$ cat config.mk
export PLATFORM = sky130hd
export DESIGN_NAME = mem_access_unit
export DESIGN_NICKNAME = d
export VERILOG_FILES = /design/src/rtl/mem_access_unit.sv
export SDC_FILE = /design/constraint.sdc
export NUM_CORES = 1
export LEC_CHECK = 0
export CORE_ASPECT_RATIO = 0.6
export CORE_MARGIN = 3
export CORE_UTILIZATION = 35
export CTS_CLUSTER_SIZE = 40
export DETAILED_ROUTE_END_ITERATION = 6
export MAX_ROUTING_LAYER = met4
export PLACE_DENSITY_LB_ADDON = 0.3
export SYNTH_ARGS = -nofsm -noshare
export SYNTH_HDL_FRONTEND = slang
export SYNTH_SLANG_ARGS = --single-unit
$ cat constraint.sdc
create_clock -name clk -period 2.85 [get_ports clk]
set_clock_uncertainty 0.05 [all_clocks]
set_input_delay 0.57 -clock clk [delete_from_list [all_inputs] [get_ports clk]]
set_output_delay 0.57 -clock clk [all_outputs]
set_load 0.02 [all_outputs]
$ cat src/rtl/mem_access_unit.sv
// mem_access_unit: single load/store sequencer between the address mux and a
// 32-bit word memory. Loads are sign/zero extended; sub-word stores are done
// as read-modify-write. Misaligned requests finish with err and touch nothing.
module mem_access_unit #(
  parameter int READ_LAT = 1
) (
  input  logic        clk,
  input  logic        reset_n,
  input  logic        start,
  input  logic [31:0] addr,
  input  logic [2:0]  op,
  input  logic [31:0] wdata,
  output logic [31:0] mem_addr,
  output logic        mem_wr,
  output logic [31:0] mem_wdata,
  input  logic [31:0] mem_rdata,
  output logic [31:0] load_data,
  output logic        busy,
  output logic        done,
  output logic        err
);

  localparam logic [2:0] OP_LW  = 3'd0;
  localparam logic [2:0] OP_LH  = 3'd1;
  localparam logic [2:0] OP_LB  = 3'd2;
  localparam logic [2:0] OP_LHU = 3'd3;
  localparam logic [2:0] OP_LBU = 3'd4;
  localparam logic [2:0] OP_SW  = 3'd5;
  localparam logic [2:0] OP_SH  = 3'd6;
  localparam logic [2:0] OP_SB  = 3'd7;

  typedef enum logic [1:0] {IDLE, READ, WRITE, DONE} state_t;

  typedef struct packed {
    logic [31:0] addr;
    logic [2:0]  op;
    logic [31:0] wdata;
  } req_t;

  state_t      state, state_nx;
  req_t        req_q;
  logic [2:0]  cnt;
  logic        err_q;
  logic [31:0] mrg_q;
  logic        mis, is_load, rd_last, accept;

  // Extract the addressed half/byte of a little-endian word and extend it.
  function automatic logic [31:0] ext_load(input logic [31:0] w, input logic [1:0] k,
                                           input logic [2:0] o);
    logic [7:0]  b;
    logic [15:0] h;
    b = 8'(w >> {k, 3'b000});
    h = 16'(w >> {k[1], 4'b0000});
    case (o)
      OP_LH:   ext_load = {{16{h[15]}}, h};
      OP_LB:   ext_load = {{24{b[7]}}, b};
      OP_LHU:  ext_load = {16'b0, h};
      OP_LBU:  ext_load = {24'b0, b};
      default: ext_load = w;
    endcase
  endfunction

  // Replace the addressed half/byte of the read word with store data.
  function automatic logic [31:0] merge(input logic [31:0] w, input logic [1:0] k,
                                        input logic [2:0] o, input logic [31:0] d);
    logic [31:0] r;
    r = w;
    if (o == OP_SH) r[{k[1], 4'b0000} +: 16] = d[15:0];
    else            r[{k, 3'b000} +: 8]      = d[7:0];
    merge = r;
  endfunction

  assign accept   = (state == IDLE) && start;
  assign is_load  = (req_q.op <= OP_LBU);
  assign rd_last  = (cnt == 3'(READ_LAT));
  assign mem_addr = {req_q.addr[31:2], 2'b00};
  // SW writes the latched data straight through; sub-word stores use the merged word
  assign mem_wdata = (req_q.op == OP_SW) ? req_q.wdata : mrg_q;

  // Alignment rule for the latched request
  always_comb begin
    mis = 1'b0;
    case (req_q.op)
      OP_LW, OP_SW:         mis = |req_q.addr[1:0];
      OP_LH, OP_LHU, OP_SH: mis = req_q.addr[0];
      default:              mis = 1'b0;
    endcase
  end

  // State register
  always_ff @(posedge clk) begin
    if (!reset_n) state <= IDLE;
    else          state <= state_nx;
  end

  // Next state and status outputs; misalignment is caught in the first busy cycle
  always_comb begin
    state_nx = state;
    mem_wr   = 1'b0;
    busy     = (state != IDLE);
    done     = (state == DONE);
    err      = (state == DONE) && err_q;
    case (state)
      IDLE:  if (start) state_nx = (op == OP_SW) ? WRITE : READ;
      READ: begin
        if (mis)          state_nx = DONE;
        else if (rd_last) state_nx = is_load ? DONE : WRITE;
      end
      WRITE: begin
        mem_wr   = !mis;
        state_nx = DONE;
      end
      DONE:  state_nx = IDLE;
      default: state_nx = IDLE;
    endcase
  end

  // Request latch and error flag
  always_ff @(posedge clk) begin
    if (!reset_n) begin
      req_q <= '0;
      err_q <= 1'b0;
    end else if (accept) begin
      req_q <= '{addr: addr, op: op, wdata: wdata};
      err_q <= 1'b0;
    end else if ((state == READ || state == WRITE) && mis) begin
      err_q <= 1'b1;
    end
  end

  // Read-phase cycle counter
  always_ff @(posedge clk) begin
    if (!reset_n)            cnt <= '0;
    else if (state == READ)  cnt <= cnt + 3'd1;
    else                     cnt <= '0;
  end

  // Capture read word on the last read cycle: extend for loads, merge for stores
  always_ff @(posedge clk) begin
    if (!reset_n) begin
      mrg_q     <= '0;
      load_data <= '0;
    end else if (state == READ && rd_last && !mis) begin
      if (is_load) load_data <= ext_load(mem_rdata, req_q.addr[1:0], req_q.op);
      else         mrg_q     <= merge(mem_rdata, req_q.addr[1:0], req_q.op, req_q.wdata);
    end
  end

endmodule

Yosys cells after proc, flatten, opt, wreduce, memory -nomap -nowiden
Index checks and enable logic that the tools add are counted.

Bits in registers: 137. Output and inout port bits: 100. Word-level logic and storage cells: 64.

Bitwise gates (word level): 2. Reductions and logical operators: 18. Shifts and indexed selects: 6. Equal/unequal tests: 13. $lt $le $gt $ge: 1. Add/subtract/negate cells: 3. Muxes and demuxes: 13.

Operators by type and width (count): case mux 32 bit (4 select lines) (1); bitwise mux 32 bit (2); two-way mux 32 bit (2); variable shift 16 x 7 -> 32 bit, first input constant (1); variable shift 8 x 7 -> 32 bit, first input constant (1); variable part select 16 x 7 -> 32 bit (1); variable part select 8 x 7 -> 32 bit (1); >> shifter 32 x 5 -> 16 bit (1); >> shifter 32 x 5 -> 8 bit (1); negator 5 -> 7 bit (2); equality test 3 bit, second input constant (4); two-way mux 2 bit (4); case mux 2 bit (4 select lines) (1); AND reduction 2 bit (4); equality test 3 x 1 -> 1 bit, second input constant (2); equality test 3 x 2 -> 1 bit, second input constant (2); OR reduction 2 bit (3); logical AND 1 bit (5); equality test 2 bit, second input constant (2); adder 3 x 1 -> 3 bit, second input constant (1); less-or-equal comparator 3 bit, second input constant (1); zero test 3 bit (1); inequality test 3 bit, second input constant (1); OR reduction 3 bit (1); 9 further kinds (11).

Longest topological paths before layout
Depth after elaboration: 6. Gate-level depth with buffers: 11. Gate-level depth less buffers: 7.

Worst setup path before layout
Ideal clock, no wire load.

Kind: reg2out. Start point: register req_q[36] (netlist name). End point: output port mem_wr. Path buffers: 2. Required time: 2230 ps. Arrival time: 1901 ps. Path slack: 329 ps. Stages on the path, launching flop included: 9. Path through: dfxtp_1 -> buf_2 -> inv_1 -> clkbuf_1 -> ha_1 -> nor3_1 -> a211oi_2 -> nor2_2 -> nor2_1.

Word-level cells in the longest chain between the ends: 4.

RTL lines: start, declared (line 41) `req_t req_q;`; start signal, assigned (line 124) `req_q <= '{addr: addr, op: op, wdata: wdata};`; OR reduction 2 bit (line 84) `OP_LW, OP_SW: mis = |req_q.addr[1:0];`; case mux 1 bit (2 select lines) (line 83) `case (req_q.op)`; zero test 1 bit (line 110) `mem_wr = !mis;`; two-way mux 1 bit (line 103) `case (state)`; end, declared (line 14) `output logic mem_wr,`.

No other way between the ends.

Worst setup path after layout
Start point: register req_q[33] (netlist name). End point: output port mem_wdata[10].

Word-level cells in the longest chain between the ends: 2.

RTL lines: equality test 3 bit (line 78) `assign mem_wdata = (req_q.op == OP_SW) ? req_q.wdata : mrg_q;`; two-way mux 32 bit (line 78); end, declared (line 15) `output logic [31:0] mem_wdata,`.

No other way between the ends.

==> flow_summary.ini <==
[timing]
max_slew_margin_pct = 47.7
slew_violations = 0
fmax_ghz = 0.363
rsz0062_at_grt = false
tns_ns = 0
finalHoldViolCount = 0
fin_crit_sh_pct = 96.6
period_needed_ns = 2.75
setup_viol = 0
worst_pin_slew_ns = 0.773
holdWs_ns = 0.410

[cells_and_area]
final_core_util_pct = 50.1
layout_commonest_cell = clkdlybuf4s50_1
fill_cells = 1878
drive_above_1_share_pct = 11.7
most-common-layout-cells = clkdlybuf4s50_1 (196), nand2_1 (178), dfxtp_1 (135)
final_nets = 1104
syn2layout_area_growth_pct = 37.6

[logic_synthesis]
synth_edf_count = 0
ys_seq_elements = 137
avgSynthCellArea_um2 = 8.36
yosysSeqAreaShare_pct = 38.8
ys_warn_count = 0
synth_area_mm2 = 0.00707
synth_flop_cell = dfxtp_1
async_flop_share_pct = 0
yosysUniqueCellTypes = 58
syn_inst = 845

[clock_network]
clkLatencyLatePin_ns = 0.41
cts_tree = yes
cts_buffer_depth = 2
hold_buffers = 0
clk_pin_slew_ns = 0.06
htreeDepth = 4
cts_buffers = 17
cts-root-buf = clkbuf_16
clock-sinks = 137

[route]
viasPerCell = 5.12
drt-total-wl_um = 23400
firstDrtPassIters = 5
drc = 0
drt_iter0_drc = 488
num_vias = 6498
drtAntennaViolNets = 0
wire_per_inst_um = 18.5

[power_and_ir_drop]
pwr-share-comb_pct = 28.5
switching_power_mw = 2.16
ir_worst_vdd_v = 0.000407
sequentialPowerShare_pct = 34.3
switching_share_pct = 32.3
p_leak_nw = 3.69
clkPwrFrac_pct = 37.2
power_density_mw_per_mm2 = 690
power_mw = 6.71
intPower_mw = 4.54

[grt]
grt_max_degree = 76
grt_pass1_vias = 5943
grt_usage_pct = 21.9
overflow = 0
grt_pass1_wl_um = 35900
grt_antenna_before_repair = 1

[critical_path]
crit_type = flop to primary output
crit_path_top_delay_cell = clkdlybuf4s50_1
crit_fanout = 32
setup.worst_path.start_class = flop
arrival_ns = 2.13
cp-end-kind = primary output
path_cells = nand3b_1, buf_12, mux2_2, clkdlybuf4s50_1
slowest_delay_ns = 0.54
required_ns = 2.23

[placed_design]
hpwl_um = 16900
routabilityCongestion = 0.884
io_buffer_count = 199

[flow_run]
cap_viol_max_count = 0

[floorplanning]
dieWidth_um = 189
die_y_um = 116
rows = 39
start_util_pct = 36.4
die_area_mm2 = 0.0220
ios = 202
core_area_mm2 = 0.0194

[outcome]
outcome = finished clean

[worst_hold_path]
min_path_type = flop to flop
## final timing paths
path / from / cells after the start / end / slack (ns)
worst max-delay path: req_q[33] / 4 / mem_wdata[10] / 0.1
worst min-delay path: mem_addr[18] / 2 / mem_addr[18] / 0.41
worst max register to register: cnt[0] / 6 / mrg_q[8] / 0.59
worst min register to register: mem_addr[18] / 2 / mem_addr[18] / 0.41
## synth_stat cells, types with 2 or more instances
cell type / number / share of area (%)
a21oi_1: 69 / 4.9
buf_4: 37 / 3.9
a21oi_2: 2 / 0.25
nand3b_1: 3 / 0.32
a22oi_1: 24 / 2.5
a21boi_0: 67 / 7.1
clkbuf_1: 38 / 2.0
nor2_1: 17 / 0.90
o21ai_2: 3 / 0.37
buf_2: 13 / 0.92
o22ai_1: 5 / 0.44
o32ai_1: 6 / 0.74
nor2b_1: 12 / 1.1
mux2i_1: 17 / 2.4
inv_1: 21 / 1.1
a211oi_1: 19 / 2.0
buf_1: 5 / 0.27
o32ai_2: 7 / 1.6
nor3_1: 2 / 0.14
nand2b_1: 3 / 0.27
ha_1: 12 / 2.1
a211o_1: 2 / 0.25
o211ai_1: 2 / 0.21
mux2_2: 36 / 5.7
dfxtp_1: 137 / 39
o21ai_0: 65 / 4.6
buf_6: 4 / 0.64
nand2_1: 179 / 9.5
and2_1: 9 / 0.80
## cell families (layout without fill, tap and decap cells)
kind of cell	after synthesis	after routing	share of synthesized area [%]
compound gates	282	282	26.5
xor+xnor	2	2	0.248
fa+ha+maj	12	12	2.12
buf+inv	118	273	8.89
flops	137	137	38.8
mux	53	53	8.15
other cells	1	3	0.0531
simple gates	240	240	15.2
## flip-flops by register name, indices dropped and copies added, names as in the netlist
name / flops
cnt: 3
err_q: 1
load_data: 32
mem_addr: 30
mrg_q: 32
req_q: 37
state: 2
## area by class of cell
type                       instances  area [um^2]  area share (%)
antenna                            1         2.50          0.0257
clock buffer                      17          425            4.37
clock inverter                    13          228            2.34
inverter                          21         78.8           0.811
multi-input combinational        591         3710            38.1
sequential                       137         2750            28.2
tap                              266          333            3.42
timing repair buffer             222         2200            22.7
## repair_timing
| action | 4_1_cts | 5_1_grt |
|---|---|---|
| endpoints found under the hold margin | 0 | 0 |
| endpoints found under the setup margin | 10 | 33 |
| pin swaps | 1 | 1 |
| gates cloned | 0 | 0 |
| gates resized for setup | 2 | 3 |
| buffers inserted | 1 | 0 |
## metrics by stage
stage	worst slack, ns	instances	instance area [um^2]
after floorplan	0.329	846	7070
after global placement	0.346	1236	9050
after detailed placement	0.373	1236	9050
after CTS	0.0102	1267	9720
after global routing	0.00650	1268	9720
final	0.0969	1268	9720
## routing by layer
metal  track usage, %  vias up  part of all wire [%]
met5                -        -                     0
met4             3.94        0                  0.68
met3             5.83       15                   8.6
met2             29.0      248                    40
met1             32.8     3039                    51
li1                 -     3196                     -
## power by group through the flow
stage | clock, mW | combinational, mW | sequential, mW
finish | 2.50 | 1.91 | 2.30
floorplan | 0 | 1.21 | 2.32
global route | 2.63 | 2.09 | 2.32
global placement | 0 | 1.88 | 2.33
detailed placement | 0 | 1.89 | 2.33
CTS | 2.54 | 1.92 | 2.29
## worst max-delay path, delay by kind of cell (launching register included)
kind,cells,cell delay (ns)
buffers and inverters,2,0.76
muxes,1,0.37
DFF,1,0.39
and+or+nand+nor,1,0.17
No activity file was read; power rests on OpenSTA's default activity.
